[src/rtl/cursor_pkg.sv]
// Shared definitions for the cursor packet scheduler: FSM encoding, click bit
// positions within the packet button byte, and the per-report motion limit.
package cursor_pkg;

   typedef enum logic [1:0] {
      ST_IDLE   = 2'd0,
      ST_LATCH  = 2'd1,
      ST_STROBE = 2'd2,
      ST_HOLD   = 2'd3
   } state_t;

   localparam int DX_MAX          = 127;
   localparam int CLICK_LEFT_BIT  = 0;
   localparam int CLICK_RIGHT_BIT = 1;
   localparam int CLICK_W         = 2;

endpackage

[src/rtl/cursor_axis_accum.sv]
// One motion axis: saturating velocity accumulator, report clamp and remainder
// carry. Define CURSOR_DEADZONE_EN to drop samples with |vel| <= 2 raw LSBs.
module cursor_axis_accum
   import cursor_pkg::*;
#(
   parameter int FRAC_BITS = 4,
   parameter int ACC_W     = 20
) (
   input  logic              clk,
   input  logic              rst,
   input  logic              clear,
   input  logic              vel_valid,
   input  logic signed [15:0] vel,
   input  logic              latch,
   output logic signed [7:0] out,
   output logic              ovf
);

   localparam int SUM_W = ACC_W + 2;
   localparam logic signed [SUM_W-1:0] ACC_HI = {3'b000, {(ACC_W-1){1'b1}}};
   localparam logic signed [SUM_W-1:0] ACC_LO = {3'b111, {(ACC_W-1){1'b0}}};
   localparam logic signed [ACC_W-1:0] OUT_HI = ACC_W'(DX_MAX);
   localparam logic signed [ACC_W-1:0] OUT_LO = -OUT_HI;

   logic signed [ACC_W-1:0] acc_p1;
   logic signed [ACC_W-1:0] shifted;
   logic signed [SUM_W-1:0] acc_term;
   logic signed [SUM_W-1:0] vel_term;
   logic signed [SUM_W-1:0] rem_term;
   logic signed [SUM_W-1:0] sum;
   logic                    vld_p0;

   function automatic logic signed [ACC_W-1:0] sat_acc(input logic signed [SUM_W-1:0] v);
      if (v > ACC_HI)
         return ACC_HI[ACC_W-1:0];
      else if (v < ACC_LO)
         return ACC_LO[ACC_W-1:0];
      else
         return v[ACC_W-1:0];
   endfunction

   function automatic logic signed [7:0] clamp_out(input logic signed [ACC_W-1:0] s);
      if (s > OUT_HI)
         return 8'sd127;
      else if (s < OUT_LO)
         return -8'sd127;
      else
         return s[7:0];
   endfunction

`ifdef CURSOR_DEADZONE_EN
   assign vld_p0 = vel_valid && ((vel > 16'sd2) || (vel < -16'sd2));
`else
   assign vld_p0 = vel_valid;
`endif

   // Stage p0: reported count and next accumulator value, remainder carried forward
   always_comb begin
      shifted  = acc_p1 >>> FRAC_BITS;
      out      = clamp_out(shifted);
      acc_term = {{2{acc_p1[ACC_W-1]}}, acc_p1};
      vel_term = vld_p0 ? {{(SUM_W-16){vel[15]}}, vel} : '0;
      rem_term = latch ? ({{(SUM_W-8){out[7]}}, out} <<< FRAC_BITS) : '0;
      sum      = acc_term + vel_term - rem_term;
      ovf      = !clear && (vld_p0 || latch) && ((sum > ACC_HI) || (sum < ACC_LO));
   end

   // Stage p1: accumulator register
   always_ff @(posedge clk or posedge rst) begin
      if (rst)
         acc_p1 <= '0;
      else if (clear)
         acc_p1 <= '0;
      else if (vld_p0 || latch)
         acc_p1 <= sat_acc(sum);
   end

endmodule

[src/rtl/cursor_packet_scheduler.sv]
// Schedules 3-byte cursor report packets at the report tick rate, spaced by the
// UART packet time. Optional CURSOR_DEADZONE_EN enables the velocity deadzone.
module cursor_packet_scheduler
   import cursor_pkg::*;
#(
   parameter int REPORT_CLKS = 1000000,
   parameter int PACKET_CLKS = 26040,
   parameter int FRAC_BITS   = 4,
   parameter int ACC_W       = 20
) (
   input  logic              clk,
   input  logic              rst,
   input  logic              enable,
   input  logic              vel_valid,
   input  logic signed [15:0] vel_x,
   input  logic signed [15:0] vel_y,
   input  logic              left_req,
   input  logic              right_req,
   output logic              send_strobe,
   output logic signed [7:0] dx,
   output logic signed [7:0] dy,
   output logic              left_click,
   output logic              right_click,
   output logic              busy,
   output logic              acc_ovf
);

   localparam logic [31:0] TICK_LOAD = 32'(REPORT_CLKS - 1);
   localparam logic [31:0] HOLD_LOAD = 32'(PACKET_CLKS - 1);

   state_t              state;
   logic [31:0]         tick_cnt;
   logic [31:0]         hold_cnt;
   logic                tick;
   logic                pending;
   logic                latch;
   logic [CLICK_W-1:0]  new_clicks;
   logic [CLICK_W-1:0]  last_clicks;
   logic signed [7:0]   out_x;
   logic signed [7:0]   out_y;
   logic                ovf_x;
   logic                ovf_y;

   assign tick  = (tick_cnt == '0);
   assign latch = (state == ST_LATCH);

   always_comb begin
      new_clicks                  = '0;
      new_clicks[CLICK_LEFT_BIT]  = left_req;
      new_clicks[CLICK_RIGHT_BIT] = right_req;
   end

   cursor_axis_accum #(.FRAC_BITS(FRAC_BITS), .ACC_W(ACC_W)) u_axis_x (
      .clk       (clk),
      .rst       (rst),
      .clear     (!enable),
      .vel_valid (vel_valid),
      .vel       (vel_x),
      .latch     (latch),
      .out       (out_x),
      .ovf       (ovf_x)
   );

   cursor_axis_accum #(.FRAC_BITS(FRAC_BITS), .ACC_W(ACC_W)) u_axis_y (
      .clk       (clk),
      .rst       (rst),
      .clear     (!enable),
      .vel_valid (vel_valid),
      .vel       (vel_y),
      .latch     (latch),
      .out       (out_y),
      .ovf       (ovf_y)
   );

   always_ff @(posedge clk or posedge rst) begin
      if (rst)
         tick_cnt <= TICK_LOAD;
      else if (tick)
         tick_cnt <= TICK_LOAD;
      else
         tick_cnt <= tick_cnt - 32'd1;
   end

   always_ff @(posedge clk or posedge rst) begin
      if (rst) begin
         state       <= ST_IDLE;
         pending     <= 1'b0;
         hold_cnt    <= '0;
         send_strobe <= 1'b0;
         dx          <= '0;
         dy          <= '0;
         left_click  <= 1'b0;
         right_click <= 1'b0;
         last_clicks <= '0;
         busy        <= 1'b0;
         acc_ovf     <= 1'b0;
      end else begin
         send_strobe <= 1'b0;
         if (ovf_x || ovf_y)
            acc_ovf <= 1'b1;
         // A tick that lands mid-packet is remembered once and serviced after HOLD
         if (!enable)
            pending <= 1'b0;
         else if (tick && state != ST_IDLE)
            pending <= 1'b1;

         case (state)
            ST_IDLE: begin
               if (enable && (tick || pending)) begin
                  state   <= ST_LATCH;
                  pending <= 1'b0;
                  busy    <= 1'b1;
               end
            end
            ST_LATCH: begin
               dx          <= out_x;
               dy          <= out_y;
               left_click  <= left_req;
               right_click <= right_req;
               if (out_x == 8'sd0 && out_y == 8'sd0 && new_clicks == last_clicks) begin
                  state <= ST_IDLE;
                  busy  <= 1'b0;
               end else begin
                  state       <= ST_STROBE;
                  send_strobe <= 1'b1;
                  last_clicks <= new_clicks;
               end
            end
            ST_STROBE: begin
               state    <= ST_HOLD;
               hold_cnt <= HOLD_LOAD;
            end
            ST_HOLD: begin
               if (hold_cnt == '0) begin
                  state <= ST_IDLE;
                  busy  <= 1'b0;
               end else begin
                  hold_cnt <= hold_cnt - 32'd1;
               end
            end
            default: begin
               state <= ST_IDLE;
               busy  <= 1'b0;
            end
         endcase
      end
   end

endmodule
[config.mk]
export PLATFORM = sky130hd
export DESIGN_NAME = cursor_packet_scheduler
export DESIGN_NICKNAME = d
export VERILOG_FILES = /design/src/rtl/cursor_pkg.sv /design/src/rtl/cursor_axis_accum.sv /design/src/rtl/cursor_packet_scheduler.sv
export SDC_FILE = /design/constraint.sdc
export NUM_CORES = 1
export LEC_CHECK = 0
export CAP_MARGIN = 40
export CORE_MARGIN = 2
export CORE_UTILIZATION = 60
export CTS_CLUSTER_DIAMETER = 120
export CTS_CLUSTER_SIZE = 20
export DETAILED_ROUTE_END_ITERATION = 10
export PLACE_DENSITY_LB_ADDON = 0.1
export REMOVE_ABC_BUFFERS = 1
export SLEW_MARGIN = 15
export SYNTH_ARGS = -nofsm -noshare
export SYNTH_HDL_FRONTEND = slang
export SYNTH_SLANG_ARGS = --single-unit
[constraint.sdc]
create_clock -name clk -period 5.5 [get_ports clk]
set_clock_uncertainty 0.15 [all_clocks]
set_input_delay 1.1 -clock clk [delete_from_list [all_inputs] [get_ports clk]]
set_output_delay 1.1 -clock clk [all_outputs]
set_load 0.02 [all_outputs]
==> metrics.md, run 1 <==
| Metric | Value |
|---|---|
| Status | `finished, final reports clean` |
| Worst-Margin Slew | `0.7907 ns` |
| Max H-tree Level | `4` |
| I/O Buffers | `58` |
| EDFF count, synth | `0` |
| CP Launch Type | `register` |
| Initial antenna violation count | `0` |
| Number of setup buffers added after CTS | `0` |
| CTS buffer count | `17` |
| CP Data Required Time | `5.65 ns` |
| Synth warnings | `0` |
| Final Hold Vio Count | `0` |
| Crit path launch | `u_axis_x.acc_p1[10]` |
| Die height | `128.3 um` |
| Hold_buf cts | `0` |
| Post-synth top cells | `inv_1, dfrtp_1, nand2_1` |
| Final setup violating endpoints | `0` |
| Setup tns final | `0 ns` |
| Synth Instances | `1,031` |
| Max_cap viols | `0` |
| Antenna viol nets, final | `0` |
| N_diodes | `0` |
| Initial drt markers | `644` |
| Fmax | `200.4 MHz` |
| Largest net degree at the start of global routing | `50` |
| Slew Limit Headroom | `47.09%` |
| Fin crit share | `90.75%` |
| Final nets | `1,223` |
| Wire per inst | `16.24 um` |
| Most common cell in the synthesized netlist | `inv_1` |
| Clock Power Share | `15.5%` |
| R2R Path End | `u_axis_x.acc_p1[6]` |
| Peak VDD IR | `0.4421 mV` |
| Worst skew pair latency | `0.42 ns` |
| Ys flop type | `dfrtp_1` |
| Sequential Power Share | `21.4%` |
| Share of layout cells above drive strength 1 | `8.520%` |
| RSZ-0062 raised after global routing | `false` |
| Vias | `7,714` |
| Final routed DRC violation total | `0` |
| Post-synthesis register bit count | `130` |
| Syn avg cell area | `8.985 sq um` |
| Register area share after synthesis | `35.28%` |
| Area grow syn2layout | `15.64%` |
| Minimum clock period | `4.991 ns` |
| HP Start | `dy[5]` |
| CTS tree | `yes` |
| Net Sw Frac | `45.47%` |
| PostCTS Resize Cnt | `0` |
| Final wirelength | `21,160 um` |
| DP Worst Slack | `0.2139 ns` |
| Worst hold path type | `register to register` |
| Overflow after GRT | `0` |
| Vias per cell | `5.920` |
| Post-Layout Cell Count | `1,303` |
| Die X | `128.3 um` |
| Worst-path clk slew | `0.06 ns` |
| Total track usage | `27.13%` |
| Pleak | `5.024 nW` |
| Post-Syn Area | `0.009264 sq mm` |
| First-pass GRT wire length | `35,600 um` |
| Synth area leaders | `dfrtp_1, fa_1, ha_1` |
| Gpl congestion | `0.8965` |
| I/O Pins | `59` |
| Kind of critical path | `register to register` |
| Critical path endpoint category | `register` |
| Distinct cell type count after synthesis | `74` |
| R2r worst-path depth | `17` |
| Row count | `45` |
| Post-detail-place hpwl | `15,490 um` |
| Vias in the first global route | `7,438` |
| Logic pwr share | `63.0%` |
| Post-synth top area share | `31.87%` |
| Hold Path Sink | `dy[5]` |
| PD cells | `647.7 mW/mm^2` |
| Clock Sink Count | `130` |
| Fraction of registers with async set/reset | `100.0%` |
| Starting Density | `61.16%` |
| Pins over their slew limit | `0` |
| Die ar. | `0.01645 sq mm` |
| Worst-path fanout max | `19` |
| Largest area contributor in the netlist | `dfrtp_1` |
| Net Sw Power | `3.155 mW` |
| Longest Clk Path Bufs | `2` |
| Core area | `0.01515 sq mm` |
| Post-Place Cells | `1,271` |
| R2R Setup Slk | `0.51 ns` |
| Worst Hold Depth | `1` |
| Worst reg2reg path startpoint | `u_axis_x.acc_p1[10]` |
| Data arrival, critical path | `5.14 ns` |
| First-pass DRT Iterations | `6` |
| Final critical-path setup slack | `0.5089 ns` |
| Root Driver | `clkbuf_16` |
| Pint | `3.784 mW` |
## layer usage
layer  share of wire (%)  vias up  track usage [%]
met3                 4.2       34            4.883
met2                  47      183            43.80
met4                 1.7        0            8.468
met5                   0        -                0
li1                    -     3738                -
met1                  47     3759            37.40
## layout make-up
| class | count | area (sq um) |
|---|---|---|
| Multi-Input combinational cell | 747 | 5404 |
| Fill cell | 1224 | 4433 |
| Inverter | 127 | 479.2 |
| Sequential cell | 130 | 3268 |
| Tap cell | 188 | 235.2 |
| Clock inverter | 5 | 52.55 |
| Clock buffer | 27 | 503.0 |
| Timing Repair Buffer | 79 | 770.7 |
## placed cells by master, fill, tap and decap left out, types with 21 or more instances in the layout
cell type / Yosys / final
o21ai_0: 38 / 38
nand3_1: 24 / 24
nand2_1: 107 / 107
a21o_1: 27 / 27
fa_1: 32 / 32
nor4_1: 21 / 21
dfrtp_1: 118 / 118
nor3_1: 23 / 22
xnor2_1: 49 / 49
xor2_1: 24 / 24
nor2_1: 94 / 94
a221o_1: 33 / 33
inv_1: 127 / 126
ha_1: 51 / 51
a21oi_1: 62 / 62
clkdlybuf4s50_1: 0 / 58
## stage by stage
step                hold WS [ns]  power (mW)  util, %  instance area, sq um
floorplan                 0.2855       4.714        -                  9139
global placement          0.2972       5.687    66.83                 10120
detailed placement        0.2977       5.802    67.06                 10160
CTS                       0.3316       6.918    70.73                 10710
global route              0.3386       7.514    70.73                 10710
finish                    0.3242       6.938    70.73                 10710
## registers in the layout (all words and copies together) (netlist names), named ones only
| name | count |
|---|---|
| busy | 1 |
| u_axis_x.acc_p1 | 20 |
| left_click | 1 |
| tick_cnt | 32 |
| pending | 1 |
| dx | 8 |
| send_strobe | 1 |
| acc_ovf | 1 |
| u_axis_y.acc_p1 | 20 |
| dy | 8 |
| hold_cnt | 32 |
| right_click | 1 |
| state | 1 |
| last_clicks | 2 |
## worst max path at each step
stage                     endpoint  slack [ns]  depth (start not counted)
2_1_floorplan  u_axis_y.acc_p1[10]        0.72                         14
3_3_place_gp    u_axis_x.acc_p1[7]        0.24                         15
3_5_place_dp   u_axis_x.acc_p1[15]        0.21                         15
4_1_cts        u_axis_x.acc_p1[15]        0.51                         17
5_1_grt        u_axis_x.acc_p1[11]        0.28                         17
6_report        u_axis_x.acc_p1[6]        0.51                         17
## power groups by stage
stage               Sequential [mW]  Combinational, mW  Clock [mW]
CTS                            1.48               4.35        1.09
global placement               1.49               4.20           0
floorplan                      1.50               3.22           0
global route                   1.52               4.86        1.14
detailed placement             1.49               4.31           0
finish                         1.49               4.37        1.08
## worst max-delay path: stages, from the launching register on
cell and delay [ns]:
dfrtp_1 0.42, or4_1 0.59, nor3_1 0.18, o31ai_1 0.18
and2_1 0.21, nor2_1 0.21, fa_1 0.46, inv_1 0.08
ha_1 0.25, o21a_1 0.15, nor2_1 0.08, and4bb_2 0.24
o31ai_1 0.63, o41a_1 0.33, o21a_1 0.16, nor2_2 0.03
buf_4 0.21, a221o_1 0.31
## kinds of logic after synthesis
logic type      count (synthesis)  share of synthesized area [%]
fa+ha+maj                      83                          13.80
simple gates                  358                          19.37
mux                             7                         0.7834
flops                         130                          35.28
buf+inv                       154                          6.497
xor+xnor                       73                          6.902
compound gates                226                          17.37
Note: power is estimated with default switching activity, not from simulation.
==> inputs of run 2 (changes only) <==
--- a/config.mk
+++ b/config.mk
@@ -11,6 +11,7 @@
 export CTS_CLUSTER_DIAMETER = 120
 export CTS_CLUSTER_SIZE = 20
 export DETAILED_ROUTE_END_ITERATION = 10
+export DONT_BUFFER_PORTS = 1
 export PLACE_DENSITY_LB_ADDON = 0.1
 export REMOVE_ABC_BUFFERS = 1
 export SLEW_MARGIN = 15
==> metrics.md, run 2 (synthesis results as in run 1) <==
| Metric | Value |
|---|---|
| Status | `finished, final reports clean (unchanged)` |
| Dpl cell area | `0.009514 sq mm (was 0.01016 sq mm)` |
| Initial antenna violation count | `0 (unchanged)` |
| Antenna viol nets, final | `0 (unchanged)` |
| Die X | `128.3 um (unchanged)` |
| First-pass DRT Iterations | `5 (was 6)` |
| Worst path max stage delay | `0.61 ns (was 0.63 ns)` |
| Final Cell Area | `0.01006 sq mm (was 0.01071 sq mm)` |
| Core area | `0.01515 sq mm (unchanged)` |
| Clock Power Share | `15.7% (was 15.5%)` |
| CP Launch Type | `register (unchanged)` |
| Total track usage | `26.32% (was 27.13%)` |
| Minimum clock period | `5.106 ns (was 4.991 ns)` |
| Worst skew pair latency | `0.43 ns (was 0.42 ns)` |
| Worst-Margin Slew | `0.8296 ns (was 0.7907 ns)` |
| RSZ-0062 raised after global routing | `false (unchanged)` |
| Net Sw Power | `3.080 mW (was 3.155 mW)` |
| Logic pwr share | `60.5% (was 63.0%)` |
| Fmax | `195.9 MHz (was 200.4 MHz)` |
| Critical-path cell list | `or4_1 -> nor3_1 -> o31ai_1 -> nand2_1 -> nor2_1 -> fa_1 -> inv_1 -> ha_1 -> a21oi_1 -> o21ai_0 -> o31ai_2 -> o41a_1 -> a21o_1 -> nor2_2 -> a221o_1 (was or4_1 -> nor3_1 -> o31ai_1 -> and2_1 -> nor2_1 -> fa_1 -> inv_1 -> ha_1 -> o21a_1 -> nor2_1 -> and4bb_2 -> o31ai_1 -> o41a_1 -> o21a_1 -> nor2_2 -> buf_4 -> a221o_1)` |
| Sequential Power Share | `23.8% (was 21.4%)` |
| I/O Pins | `59 (unchanged)` |
| Largest registers | `hold_cnt (32), tick_cnt (32) (unchanged)` |
| Kind of critical path | `register to register (unchanged)` |
| Wire per inst | `16.48 um (was 16.24 um)` |
| Commonest non-fill, non-tap cells in the layout | `inv_1, dfrtp_1, nand2_1 (unchanged)` |
| Overflow after GRT | `0 (unchanged)` |
| Largest net degree at the start of global routing | `66 (was 50)` |
| Peak VDD IR | `0.3694 mV (was 0.4421 mV)` |
| Die ar. | `0.01645 sq mm (unchanged)` |
| Post-detail-place hpwl | `14,950 um (was 15,490 um)` |
| Vias | `7,307 (was 7,714)` |
| N_diodes | `0 (unchanged)` |
| Slew Limit Headroom | `44.39% (was 47.09%)` |
| Most common cell after layout, fill and taps aside | `inv_1 (unchanged)` |
| Worst-path fanout max | `17 (was 19)` |
| Filler cells | `1,250 (was 1,224)` |
| First-pass GRT wire length | `34,350 um (was 35,600 um)` |
| Setup tns final | `0 ns (unchanged)` |
| Final setup violating endpoints | `0 (unchanged)` |
| Longest Clk Path Bufs | `2 (unchanged)` |
| Final nets | `1,158 (was 1,223)` |
| Final Hold Vio Count | `0 (unchanged)` |
| Net Sw Frac | `46.36% (was 45.47%)` |
| CP Data Required Time | `5.71 ns (was 5.65 ns)` |
| Initial drt markers | `433 (was 644)` |
| Critical path endpoint category | `register (unchanged)` |
| CTS tree | `yes (unchanged)` |
| Final routed DRC violation total | `0 (unchanged)` |
| Slowest cell on crit path | `or4_1 (was o31ai_1)` |
| Root Driver | `clkbuf_16 (unchanged)` |
| Max H-tree Level | `4 (unchanged)` |
| Clock Sink Count | `130 (unchanged)` |
| Share of layout cells above drive strength 1 | `8.857% (was 8.520%)` |
| Pins over their slew limit | `0 (unchanged)` |
| Data arrival, critical path | `5.32 ns (was 5.14 ns)` |
| I/O Buffers | `0 (was 58)` |
| Max_cap viols | `0 (unchanged)` |
| Pint | `3.563 mW (was 3.784 mW)` |
| Area grow syn2layout | `8.576% (was 15.64%)` |
| Worst hold path type | `register to register (unchanged)` |
| Final wirelength | `20,400 um (was 21,160 um)` |
| Gpl congestion | `0.8393 (was 0.8965)` |
| Starting Density | `61.16% (unchanged)` |
| Vias per cell | `5.902 (was 5.920)` |
| Fin crit share | `92.83% (was 90.75%)` |
| CTS buffer count | `17 (unchanged)` |
| Overall Power | `6.643 mW (was 6.938 mW)` |
| Die height | `128.3 um (unchanged)` |
| PD cells | `660.5 mW/mm^2 (was 647.7 mW/mm^2)` |
| Vias in the first global route | `6,973 (was 7,438)` |
| Pleak | `4.752 nW (was 5.024 nW)` |
| Row count | `45 (unchanged)` |
| Worst-path clk slew | `0.06 ns (about the same)` |
==> run 2: worst max-delay path, delay by kind of cell, from the launching register on <==
family | cells | cell delay [ns]
and+or+nand+nor | 5 | 1.77
AOI/OAI and AO/OA | 7 | 1.75
adders and majority gates | 2 | 0.89
DFF | 1 | 0.41
buffers and inverters | 1 | 0.05
==> run 2: layer usage <==
layer,wire [um],global-route usage (%),vias to the layer above
met5,0,0,-
met2,9537,41.61,152
li1,-,-,3607
met1,9637,36.55,3524
met3,879,5.342,24
met4,344,8.468,0
==> run 2: worst paths after layout <==
path	startpoint	endpoint	slack, ns	cells after the start
max	u_axis_x.acc_p1[10]	u_axis_x.acc_p1[13]	0.39	15
min	tick_cnt[0]	tick_cnt[0]	0.31	1
max reg2reg	u_axis_x.acc_p1[10]	u_axis_x.acc_p1[13]	0.39	15
min reg2reg	tick_cnt[0]	tick_cnt[0]	0.31	1
max in group asynchronous	rst	u_axis_x.acc_p1[10]	3.77	3
min in group asynchronous	rst	send_strobe	0.39	1
==> run 2: power groups by stage <==
stage	logic [mW]	registers (mW)	clock network, mW
2_1_floorplan	3.22	1.50	0
3_3_place_gp	3.91	1.58	0
3_5_place_dp	3.97	1.58	0
4_1_cts	4.00	1.57	1.06
5_1_grt	4.53	1.61	1.10
6_report	4.02	1.58	1.05
==> run 2: final cells by class <==
class / count / area [sq um] / area share [%]
multi-input cells: 747 / 5409 / 53.78
clock buffers: 20 / 446.7 / 4.441
flip-flops and latches: 130 / 3268 / 32.49
repair buffers: 14 / 125.1 / 1.244
clock inverters: 12 / 92.59 / 0.9205
inverters: 127 / 481.7 / 4.789
well taps: 188 / 235.2 / 2.339
==> run 2: what timing repair did <==
item | in CTS | in global routing
hold buffers | 0 | 0
endpoints found under the setup margin | 0 | 4
resized for setup | 0 | 1
buffers inserted | 0 | 0
==> run 2: metrics by stage <==
step	instances	utilization (%)	hold slack, ns	setup WS [ns]
floorplan	1004	-	0.2855	0.7168
global placement	1205	62.64	0.2959	0.3559
detailed placement	1206	62.82	0.2979	0.3820
CTS	1238	66.38	0.3114	0.3504
global route	1238	66.41	0.3165	0.06829
finish	1238	66.41	0.3088	0.3943
==> inputs of run 3 (changes only) <==
--- a/config.mk
+++ b/config.mk
@@ -5,6 +5,7 @@
 export SDC_FILE = /design/constraint.sdc
 export NUM_CORES = 1
 export LEC_CHECK = 0
+export ABC_AREA = 1
 export CAP_MARGIN = 40
 export CORE_MARGIN = 2
 export CORE_UTILIZATION = 60
@@ -12,8 +13,10 @@
 export CTS_CLUSTER_SIZE = 20
 export DETAILED_ROUTE_END_ITERATION = 10
 export DONT_BUFFER_PORTS = 1
+export GPL_ROUTABILITY_DRIVEN = 0
 export PLACE_DENSITY_LB_ADDON = 0.1
 export REMOVE_ABC_BUFFERS = 1
+export SKIP_LAST_GASP = 1
 export SLEW_MARGIN = 15
 export SYNTH_ARGS = -nofsm -noshare
 export SYNTH_HDL_FRONTEND = slang
==> metrics.md, run 3 <==
| Metric | Value |
|---|---|
| Final hold slack | `0.3044 ns (was 0.3088 ns)` |
| Slowest cell on crit path | `a21oi_4 (was or4_1)` |
| Area grow syn2layout | `7.353% (was 8.576%)` |
| Overflow after GRT | `0 (unchanged)` |
| Fin crit share | `73.63% (was 92.83%)` |
| Synth area leaders | `dfrtp_1, nand2_1, inv_1 (was dfrtp_1, fa_1, ha_1)` |
| PD cells | `650.2 mW/mm^2 (was 660.5 mW/mm^2)` |
| Share of layout cells above drive strength 1 | `6.546% (was 8.857%)` |
| Post-synth top cells | `nand2_1, inv_1, nor2_1 (was inv_1, dfrtp_1, nand2_1)` |
| Distinct cell type count after synthesis | `47 (was 74)` |
| CTS buffer count | `17 (unchanged)` |
| R2r worst-path depth | `22 (was 15)` |
| Initial drt markers | `628 (was 433)` |
| Die ar. | `0.01901 sq mm (was 0.01645 sq mm)` |
| Clock Power Share | `15.2% (was 15.7%)` |
| Slew Limit Headroom | `50.34% (was 44.39%)` |
| PostCTS Resize Cnt | `0 (unchanged)` |
| Pint | `3.537 mW (was 3.563 mW)` |
| Net Sw Power | `3.969 mW (was 3.080 mW)` |
| Post-Syn Area | `0.01075 sq mm (was 0.009264 sq mm)` |
| Register area share after synthesis | `30.39% (was 35.28%)` |
| Fraction of registers with async set/reset | `100.0% (unchanged)` |
| Setup tns final | `0 ns (unchanged)` |
| Worst-Margin Slew | `0.7449 ns (was 0.8296 ns)` |
| Longest Clk Path Bufs | `2 (unchanged)` |
| Final Cell Area | `0.01154 sq mm (was 0.01006 sq mm)` |
| Critical-path cell list | `nand2_1 -> nor2_1 -> nand2_1 -> o21ai_1 -> o21ai_0 -> nor2_1 -> fa_1 -> inv_1 -> ha_1 -> nand2_1 -> inv_1 -> nand2_1 -> nand2_1 -> nand2_1 -> nand2_1 -> nand2_1 -> nand4_1 -> nand2_1 -> nand2_2 -> a21oi_4 -> nand2_1 -> nand2_1 (was or4_1 -> nor3_1 -> o31ai_1 -> nand2_1 -> nor2_1 -> fa_1 -> inv_1 -> ha_1 -> a21oi_1 -> o21ai_0 -> o31ai_2 -> o41a_1 -> a21o_1 -> nor2_2 -> a221o_1)` |
| Synth warnings | `0 (unchanged)` |
| Worst reg2reg path startpoint | `u_axis_y.acc_p1[17] (was u_axis_x.acc_p1[10])` |
| Synth Instances | `1,588 (was 1,031)` |
| Filler cells | `1,625 (was 1,250)` |
| Final nets | `1,712 (was 1,158)` |
| Post-synthesis register bit count | `130 (unchanged)` |
| Pins over their slew limit | `0 (unchanged)` |
| Syn avg cell area | `6.772 sq um (was 8.985 sq um)` |
| EDFF count, synth | `0 (unchanged)` |
| Die X | `137.9 um (was 128.3 um)` |
| Critical path endpoint category | `register (unchanged)` |
| Crit path launch | `u_axis_y.acc_p1[17] (was u_axis_x.acc_p1[10])` |
| Peak VDD IR | `0.3928 mV (was 0.3694 mV)` |
| Largest net degree at the start of global routing | `86 (was 66)` |
| RSZ-0062 raised after global routing | `false (unchanged)` |
| CP Data Required Time | `5.72 ns (was 5.71 ns)` |
| Worst skew pair latency | `0.43 ns (about the same)` |
| Starting Density | `61.75% (was 61.16%)` |
| CP Launch Type | `register (unchanged)` |
| Final routed DRC violation total | `0 (unchanged)` |
| Initial antenna violation count | `0 (unchanged)` |
| Status | `finished, final reports clean (unchanged)` |
| Clock Sink Count | `130 (unchanged)` |
| Row count | `48 (was 45)` |
| Commonest non-fill, non-tap cells in the layout | `nand2_1, inv_1, nor2_1 (was inv_1, dfrtp_1, nand2_1)` |
| Root Driver | `clkbuf_16 (unchanged)` |
| Final wirelength | `25,370 um (was 20,400 um)` |
| Reg area | `0.003268 sq mm (unchanged)` |
| Most common cell after layout, fill and taps aside | `nand2_1 (was inv_1)` |
| Vias in the first global route | `9,189 (was 6,973)` |
| Total track usage | `28.26% (was 26.32%)` |
| Hold_buf cts | `0 (unchanged)` |
| I/O Buffers | `0 (unchanged)` |
| Worst-path fanout max | `19 (was 17)` |
| Wire per inst | `13.87 um (was 16.48 um)` |
| Max_cap viols | `0 (unchanged)` |
| Sequential Power Share | `19.7% (was 23.8%)` |
| Final setup violating endpoints | `0 (unchanged)` |
| Logic pwr share | `65.1% (was 60.5%)` |
| Largest registers | `hold_cnt (32), tick_cnt (32) (unchanged)` |
| Crit path top cell by count | `nand2_1` |
| Vias | `9,549 (was 7,307)` |
| Die height | `137.9 um (was 128.3 um)` |
| Most common cell in the synthesized netlist | `nand2_1 (was inv_1)` |
| I/O Pins | `59 (unchanged)` |
| Post-detail-place hpwl | `19,380 um (was 14,950 um)` |
| Kind of critical path | `register to register (unchanged)` |
| Minimum clock period | `4.050 ns (was 5.106 ns)` |
| Number of setup buffers added after CTS | `0 (unchanged)` |
| Multi-input gate area | `0.006210 sq mm (was 0.005409 sq mm)` |
| N_diodes | `0 (unchanged)` |
| Dpl cell area | `0.01096 sq mm (was 0.009514 sq mm)` |
| Max H-tree Level | `4 (unchanged)` |
| First-pass DRT Iterations | `5 (unchanged)` |
| Worst-path clk slew | `0.07 ns (was 0.06 ns)` |
| Net Sw Frac | `52.88% (was 46.36%)` |
| Worst path max stage delay | `0.47 ns (was 0.61 ns)` |
| HP Start | `tick_cnt[0] (unchanged)` |
| First-pass GRT wire length | `42,510 um (was 34,350 um)` |
| Worst hold path type | `register to register (unchanged)` |
| Post-synth top area share | `27.46% (was 31.87%)` |
| Vias per cell | `5.221 (was 5.902)` |
| Antenna viol nets, final | `0 (unchanged)` |
| Final Hold Vio Count | `0 (unchanged)` |
| Core area | `0.01742 sq mm (was 0.01515 sq mm)` |
| Data arrival, critical path | `4.27 ns (was 5.32 ns)` |
| Worst Hold Depth | `1 (unchanged)` |
| Fmax | `246.9 MHz (was 195.9 MHz)` |
| Pleak | `6.193 nW (was 4.752 nW)` |
| Largest area contributor in the netlist | `dfrtp_1 (unchanged)` |
| Ys flop type | `dfrtp_1 (unchanged)` |
| CTS tree | `yes (unchanged)` |
[run 3: kinds of logic after synthesis]
logic type               after synthesis  share of synthesized area [%]
AND/OR/NAND/NOR                      821                          32.25
buffers and inverters                324                          11.91
adder cells (fa/ha/maj)               83                          11.89
AO/OA/AOI/OAI                        172                          8.831
flip-flops                           130                          30.39
XOR/XNOR                              58                          4.724
[run 3: final timing paths]
kind	endpoint	slack, ns
setup reg to reg	u_axis_y.acc_p1[15]	1.45
hold / removal	tick_cnt[0]	0.30
min in group asynchronous	tick_cnt[11]	0.52
max in group asynchronous	dx[7]	3.58
setup / recovery	u_axis_y.acc_p1[15]	1.45
hold reg to reg	tick_cnt[0]	0.30
[run 3: cell type report]
class	instances	area share, %
multi-input cells	1134	53.79
well taps	225	2.439
flip-flops and latches	130	28.31
clock inverters	14	1.236
clock buffers	18	3.804
repair buffers	7	0.4552
inverters	301	9.971
[run 3: routing by layer]
| metal | share of wire [%] | up-vias | GRT usage, % |
|---|---|---|---|
| met5 | 0 | - | 0 |
| met4 | 2.0 | 0 | 8.220 |
| met3 | 4.4 | 49 | 4.898 |
| met2 | 47 | 195 | 47.50 |
| met1 | 47 | 4379 | 37.57 |
| li1 | - | 4926 | - |
[run 3: critical path, delay by kind of cell (launching register included)]
| family | cells | cell delay, ns |
|---|---|---|
| AND/OR/NAND/NOR | 15 | 1.56 |
| AO/OA/AOI/OAI | 3 | 1.05 |
| adder cells (fa/ha/maj) | 2 | 0.71 |
| flip-flops | 1 | 0.39 |
| buffers and inverters | 2 | 0.15 |
[run 3: per-stage QoR]
stage,setup WS (ns),util [%],instances,total power [mW]
after floorplan,0.8005,-,1565,5.280
after global placement,1.587,62.95,1797,6.241
after detailed placement,1.518,62.95,1797,6.319
after CTS,1.476,66.29,1829,7.503
after global routing,1.072,66.29,1829,8.308
final,1.450,66.29,1829,7.506
[run 3: power groups by stage]
stage	clock network, mW	registers [mW]	logic (mW)
floorplan	0	1.43	3.85
global placement	0	1.49	4.75
detailed placement	0	1.50	4.82
CTS	1.15	1.48	4.87
global route	1.19	1.52	5.60
finish	1.14	1.48	4.88
